## src/rtl/core_seq_ctrl_pkg.sv

```systemverilog
// core_seq_ctrl_pkg: state encoding and op-class constants shared by the sequencer files
package core_seq_ctrl_pkg;
  typedef enum logic [2:0] {
    S_IDLE   = 3'd0,
    S_FETCH  = 3'd1,
    S_DECODE = 3'd2,
    S_EXEC   = 3'd3,
    S_MEM    = 3'd4,
    S_WB     = 3'd5,
    S_HALT   = 3'd6
  } state_t;
  localparam logic [2:0] OP_ALU    = 3'd0;
  localparam logic [2:0] OP_LOAD   = 3'd1;
  localparam logic [2:0] OP_STORE  = 3'd2;
  localparam logic [2:0] OP_BRANCH = 3'd3;
  localparam logic [2:0] OP_JUMP   = 3'd4;
  localparam logic [2:0] OP_HALT   = 3'd7;
  function automatic logic is_illegal(input logic [2:0] c);
    return c == 3'd5 || c == 3'd6;
  endfunction
endpackage

```

## src/rtl/core_seq_ctrl_if.sv

```systemverilog
// core_seq_ctrl_if: decoder/datapath-facing signals of the core sequencer
interface core_seq_ctrl_if #(
  parameter int IMW = 4,
  parameter int CW  = 16
);
  logic           run;
  logic           step;
  logic [2:0]     op_class;
  logic           br_taken;
  logic [IMW-1:0] br_target;
  logic           mem_ack;
  logic [IMW-1:0] pc;
  logic           imem_re;
  logic           ir_load;
  logic           alu_en;
  logic           mem_req;
  logic           mem_we;
  logic           rf_we;
  logic           retired;
  logic [CW-1:0]  instr_cnt;
  logic           halted;
  logic           err;
  modport master (
    input  run, step, op_class, br_taken, br_target, mem_ack,
    output pc, imem_re, ir_load, alu_en, mem_req, mem_we, rf_we, retired, instr_cnt, halted, err
  );
  modport slave (
    output run, step, op_class, br_taken, br_target, mem_ack,
    input  pc, imem_re, ir_load, alu_en, mem_req, mem_we, rf_we, retired, instr_cnt, halted, err
  );
endinterface

```

## src/rtl/core_seq_memwait.sv

```systemverilog
// core_seq_memwait: counts MEM cycles without ack and flags the cycle that would reach MEM_TO
module core_seq_memwait #(
  parameter int MEM_TO = 8
) (
  input  logic clk,
  input  logic start,
  input  logic clr,
  input  logic en,
  input  logic mem_ack,
  output logic timeout
);
  localparam int W = $clog2(MEM_TO + 1);
  logic [W-1:0] cnt_q, cnt_d;
  always_ff @(posedge clk or negedge start)
    if (!start) cnt_q <= '0;
    else cnt_q <= cnt_d;
  // an ack in the final allowed cycle suppresses the timeout
  always_comb begin
    cnt_d = clr ? '0 : (en && !mem_ack) ? cnt_q + 1'b1 : cnt_q;
    timeout = en && !mem_ack && cnt_q == W'(MEM_TO - 1);
  end
endmodule

```

## src/rtl/core_seq_ctrl.sv

```systemverilog
// core_seq_ctrl: multi-cycle FETCH/DECODE/EXEC/MEM/WB sequencer owning the PC
module core_seq_ctrl
  import core_seq_ctrl_pkg::*;
#(
  parameter int IMW    = 4,
  parameter int CW     = 16,
  parameter int MEM_TO = 8
) (
  input logic           clk,
  input logic           start,
  core_seq_ctrl_if.master bus
);
  state_t         state_q, state_d;
  logic [IMW-1:0] pc_q, pc_d;
  logic [CW-1:0]  cnt_q, cnt_d;
  logic [2:0]     cls_q, cls_d;
  logic           err_q, err_d;
  logic           retire, timeout;
  core_seq_memwait #(.MEM_TO(MEM_TO)) u_memwait (
    .clk     (clk),
    .start   (start),
    .clr     (state_q != S_MEM),
    .en      (state_q == S_MEM),
    .mem_ack (bus.mem_ack),
    .timeout (timeout)
  );
  always_ff @(posedge clk or negedge start)
    if (!start) state_q <= S_IDLE;
    else state_q <= state_d;
  always_ff @(posedge clk or negedge start)
    if (!start) begin
      pc_q  <= '0;
      cnt_q <= '0;
      cls_q <= OP_ALU;
      err_q <= 1'b0;
    end else begin
      pc_q  <= pc_d;
      cnt_q <= cnt_d;
      cls_q <= cls_d;
      err_q <= err_d;
    end
  always_comb begin
    state_d = state_q;
    pc_d    = pc_q;
    cls_d   = cls_q;
    err_d   = err_q | timeout;
    retire  = 1'b0;
    case (state_q)
      S_IDLE:   state_d = (bus.run || bus.step) ? S_FETCH : S_IDLE;
      S_FETCH:  state_d = S_DECODE;
      S_DECODE: begin
        cls_d = bus.op_class;
        if (bus.op_class == OP_HALT) state_d = S_HALT;
        else if (is_illegal(bus.op_class)) begin
          err_d  = 1'b1;
          retire = 1'b1;
        end else state_d = S_EXEC;
      end
      S_EXEC:
        if (cls_q == OP_LOAD || cls_q == OP_STORE) state_d = S_MEM;
        else if (cls_q == OP_BRANCH || cls_q == OP_JUMP) begin
          retire = 1'b1;
          pc_d   = (cls_q == OP_JUMP || bus.br_taken) ? bus.br_target : pc_q + 1'b1;
        end else state_d = S_WB;
      S_MEM:
        if (bus.mem_ack) begin
          if (cls_q == OP_LOAD) state_d = S_WB;
          else retire = 1'b1;
        end else if (timeout) state_d = S_HALT;
      S_WB:     retire = 1'b1;
      default:  state_d = S_HALT;
    endcase
    // every retirement except a taken control transfer advances the PC by one
    if (retire) begin
      state_d = bus.run ? S_FETCH : S_IDLE;
      if (state_q != S_EXEC) pc_d = pc_q + 1'b1;
    end
    cnt_d = (retire && cnt_q != '1) ? cnt_q + 1'b1 : cnt_q;
  end
  always_comb begin
    bus.pc        = pc_q;
    bus.imem_re   = state_q == S_FETCH;
    bus.ir_load   = state_q == S_DECODE;
    bus.alu_en    = state_q == S_EXEC;
    bus.mem_req   = state_q == S_MEM;
    bus.mem_we    = state_q == S_MEM && cls_q == OP_STORE;
    bus.rf_we     = state_q == S_WB;
    bus.retired   = retire;
    bus.instr_cnt = cnt_q;
    bus.halted    = state_q == S_HALT;
    bus.err       = err_q;
  end
endmodule

```

## src/flat_wrapper.sv

```systemverilog
// flat-port wrapper written by rule: the top's interface ports become plain ports
module core_seq_ctrl_flat import core_seq_ctrl_pkg::*;
#(
  parameter int IMW    = 4,
  parameter int CW     = 16,
  parameter int MEM_TO = 8
)
  (clk, start, bus_run, bus_step, bus_op_class, bus_br_taken, bus_br_target, bus_mem_ack, bus_pc, bus_imem_re, bus_ir_load, bus_alu_en, bus_mem_req, bus_mem_we, bus_rf_we, bus_retired, bus_instr_cnt, bus_halted, bus_err);
  core_seq_ctrl_if #(.IMW(IMW), .CW(CW)) bus_i ();
  input logic clk;
  input logic start;
  input wire logic [$bits(bus_i.run)-1:0] bus_run;
  input wire logic [$bits(bus_i.step)-1:0] bus_step;
  input wire logic [$bits(bus_i.op_class)-1:0] bus_op_class;
  input wire logic [$bits(bus_i.br_taken)-1:0] bus_br_taken;
  input wire logic [$bits(bus_i.br_target)-1:0] bus_br_target;
  input wire logic [$bits(bus_i.mem_ack)-1:0] bus_mem_ack;
  output wire logic [$bits(bus_i.pc)-1:0] bus_pc;
  output wire logic [$bits(bus_i.imem_re)-1:0] bus_imem_re;
  output wire logic [$bits(bus_i.ir_load)-1:0] bus_ir_load;
  output wire logic [$bits(bus_i.alu_en)-1:0] bus_alu_en;
  output wire logic [$bits(bus_i.mem_req)-1:0] bus_mem_req;
  output wire logic [$bits(bus_i.mem_we)-1:0] bus_mem_we;
  output wire logic [$bits(bus_i.rf_we)-1:0] bus_rf_we;
  output wire logic [$bits(bus_i.retired)-1:0] bus_retired;
  output wire logic [$bits(bus_i.instr_cnt)-1:0] bus_instr_cnt;
  output wire logic [$bits(bus_i.halted)-1:0] bus_halted;
  output wire logic [$bits(bus_i.err)-1:0] bus_err;
  assign bus_i.run = bus_run;
  assign bus_i.step = bus_step;
  assign bus_i.op_class = bus_op_class;
  assign bus_i.br_taken = bus_br_taken;
  assign bus_i.br_target = bus_br_target;
  assign bus_i.mem_ack = bus_mem_ack;
  assign bus_pc = bus_i.pc;
  assign bus_imem_re = bus_i.imem_re;
  assign bus_ir_load = bus_i.ir_load;
  assign bus_alu_en = bus_i.alu_en;
  assign bus_mem_req = bus_i.mem_req;
  assign bus_mem_we = bus_i.mem_we;
  assign bus_rf_we = bus_i.rf_we;
  assign bus_retired = bus_i.retired;
  assign bus_instr_cnt = bus_i.instr_cnt;
  assign bus_halted = bus_i.halted;
  assign bus_err = bus_i.err;
  core_seq_ctrl #(.IMW(IMW), .CW(CW), .MEM_TO(MEM_TO)) u_core (.clk(clk), .start(start), .bus(bus_i));
endmodule
```

## config.mk

```make
export PLATFORM = sky130hd
export DESIGN_NAME = core_seq_ctrl_flat
export DESIGN_NICKNAME = d
export VERILOG_FILES = /design/src/rtl/core_seq_ctrl_pkg.sv /design/src/rtl/core_seq_ctrl_if.sv /design/src/rtl/core_seq_memwait.sv /design/src/rtl/core_seq_ctrl.sv /design/src/flat_wrapper.sv
export SDC_FILE = /design/constraint.sdc
export NUM_CORES = 1
export LEC_CHECK = 0
export CAP_MARGIN = 30
export CORE_MARGIN = 2
export CORE_UTILIZATION = 45
export DETAILED_ROUTE_END_ITERATION = 10
export PLACE_DENSITY = 0.73
export SLEW_MARGIN = 25
export SYNTH_ARGS = -nofsm -noshare
export SYNTH_HDL_FRONTEND = slang
export SYNTH_SLANG_ARGS = --single-unit
```

## constraint.sdc

```tcl
create_clock -name clk -period 2.6 [get_ports clk]
set_input_delay 0.52 -clock clk [delete_from_list [all_inputs] [get_ports clk]]
set_output_delay 0.52 -clock clk [all_outputs]
set_load 0.02 [all_outputs]
```

==> impl_metrics.toml <==
[die]
die_w_um = 66.7
dieArea_mm2 = 0.00444
die_h_um = 66.7
ios = 42
start_util = 0.475
coreArea_mm2 = 0.00372
std_cell_rows = 22

[routing]
vias = 1512
viasPerCell = 5.54
drc = 0
first_pass_iters = 4
drtIter0Drc = 113
wl_per_cell_um = 15.1
totalWireLength_mm = 4.13
postRouteAntennaNets = 0

[synthesis]
synth_flop_cell = "dfrtp_1"
netlist_instances = 165
synth_edf_count = 0
ys_ff_latch = 31
netlist_area_mm2 = 0.00177
synthArstFlopShare = 1.00
synth_area_leaders = "dfrtp_1, xnor2_1, mux2_2, nor2_1, xor2_1"
synth_top_area_cell = "dfrtp_1"
synth_common_cells = "dfrtp_1, nor2_1, xnor2_1, nand2_1, nand3_1"
syn-num-nets = 181
synth_top_area_frac = 0.439
avgSynthCellArea_um2 = 10.7
synth-seq-area-share = 0.439
yosysUniqueCellTypes = 51
synth.most_common_cell = "dfrtp_1"
ys_warn_count = 0

[global_route]
grt_max_degree = 32
grtUsageTotal = 0.211
grt.overflow.total = 0
grt_pass1_vias = 1566
grt_pass1_wl_mm = 7.00
antenna_found_initial = 0

[final_layout]
finalNetCount = 240
syn_to_final_growth_pct = 37.5
antennaDiodeCount = 0
fillers = 300
postLayoutCoreUtil = 0.654
drive_gt1_frac = 0.209

[sta]
finalCriticalPeriod_ns = 2.53
max_slew_margin = 0.698
whs_ns = 0.472
setup-violations-final = 0
fin_crit_sh = 0.972
finalHoldViolations = 0
maxSlewViolCount = 0
grt_setup_unrepaired = "false"
clock_skew_ns = 0.00646
max_freq_ghz = 0.396
setup_ws_ns = 0.0727
worstMarginPinSlew_ns = 0.451

[setup_path]
worstPathArrival_ns = 2.01
rr_worst_depth = 7
critical_path_class = "reg -> out"
endpoint_kind = "output pin"
r2r_start = "u_core.cls_q[2]"
regToRegEndpoint = "u_core.bus.instr_cnt[14]"
reg2reg_slack_ns = 0.53
crit_required_ns = 2.08
critPathMaxFanout = 6
start_kind = "register"

[power_and_ir_drop]
power_frac_seq = 0.299
vdd_drop_max_v = 0.000604
power_leakage_nw = 1.03
comb_power_share = 0.518
p_per_area_mw_per_mm2 = 1100
switching_share = 0.398
clkPwrFrac = 0.182
cell_internal_pwr_mw = 1.62
switching_power_mw = 1.07

[placement]
dp_hpwl_mm = 3.16
dp_worst_setup_slack_ns = -0.0544
place_congestion = 0.882
numPortBuffers = 41

[clock_network]
clk_latency_ns = 0.29
cts_buffers = 5
clk_pin_slew_ns = 0.06
htree_num_levels = 2
cts_hold_buf = 0
cts_resized = 4
postCtsSetupBuffers = 0
cts_sinks = 31
cts_tree = "done"
cts_root_buf = "clkbuf_8"
clockBufferDepth = 2

[hold_path]
min_path_type = "reg -> reg"
min_from = "u_core.bus.err"
worstHoldEndpoint = "u_core.bus.err"
hold_depth = 2

[flow_run]
cap_violations = 0

[run_status]
status = "completed"
[state kept, by name (all words and copies together), names as in the netlist, named ones only]
name and cells:
u_core.bus.err 1, u_core.bus.pc 3, u_core.cls_q 3, u_core.bus.instr_cnt 16, u_core.state_q 3, u_core.u_memwait.cnt_q 4
[layout make-up]
class                           instances  area (um2)  area share
Multi-Input combinational cell        124         903       0.372
Inverter                                3        28.8      0.0118
Clock buffer                            6        82.6      0.0340
Tap cell                               48        60.1      0.0247
Clock inverter                          2        35.0      0.0144
Timing Repair Buffer                   59         543       0.223
Sequential cell                        31         777       0.320
[power by group through the flow]
stage	Sequential [mW]	Clock, mW	Combinational [mW]
CTS	0.801	0.501	1.40
detailed placement	0.805	0	1.39
global route	0.825	0.525	1.50
finish	0.803	0.490	1.39
global placement	0.787	0	1.36
floorplan	0.874	0	0.800
[logic make-up after synthesis]
logic type / after synthesis / share of synthesized area
mux: 8 / 0.0524
simple gates: 71 / 0.247
buf+inv: 10 / 0.0510
fa+ha+maj: 3 / 0.0212
flops: 31 / 0.439
compound gates: 25 / 0.105
xor+xnor: 17 / 0.0843
[layout by cell type, fill, tap and decap left out, types with 2 or more instances in the layout]
master,n
o21ai_0,5
nor3b_1,2
nor4_1,2
clkdlybuf4s50_1,39
and3_1,2
nand4_1,7
a21oi_1,6
nand3_1,10
and3b_1,5
xor2_1,6
nand2b_1,3
nor2_1,15
clkbuf_8,6
dfrtp_1,30
xnor2_1,11
o21a_1,3
nor3_1,2
ha_1,3
nor2b_1,2
dlygate4sd2_1,2
buf_4,18
mux2_2,5
nand2_1,10
[worst max path at each step]
stage	end	from	slack, ns	depth (start not counted)
global placement	bus_retired	bus_op_class[1]	-0.04	6
global route	bus_retired	u_core.cls_q[2]	0.01	5
floorplan	bus_mem_we	u_core.state_q[0]	0.34	4
CTS	bus_retired	u_core.cls_q[2]	0.06	5
finish	bus_retired	u_core.cls_q[2]	0.07	5
detailed placement	bus_retired	bus_op_class[1]	-0.05	6
[critical path, stage by stage (launching register included)]
cell and delay, ns:
dfrtp_1 0.43, or3b_2 0.52, a31oi_4 0.20, and3_4 0.23, inv_6 0.03, dlygate4sd2_1 0.31
[routing by layer]
layer / routed length [um] / track usage
met1: 1790 / 0.255
met4: 95 / 0.0893
met2: 2030 / 0.359
met5: 0 / 0
met3: 218 / 0.0473
[metrics by stage]
step	cell area (um2)	instances	TNS [ns]	power (mW)
final	2430	273	0	2.68
after global routing	2430	273	0	2.85
after CTS	2430	273	0	2.70
after detailed placement	2310	265	-0.0544	2.20
after global placement	2310	265	-0.0408	2.14
after floorplan	1770	165	0	1.67
(Power assumes the default switching activity.)
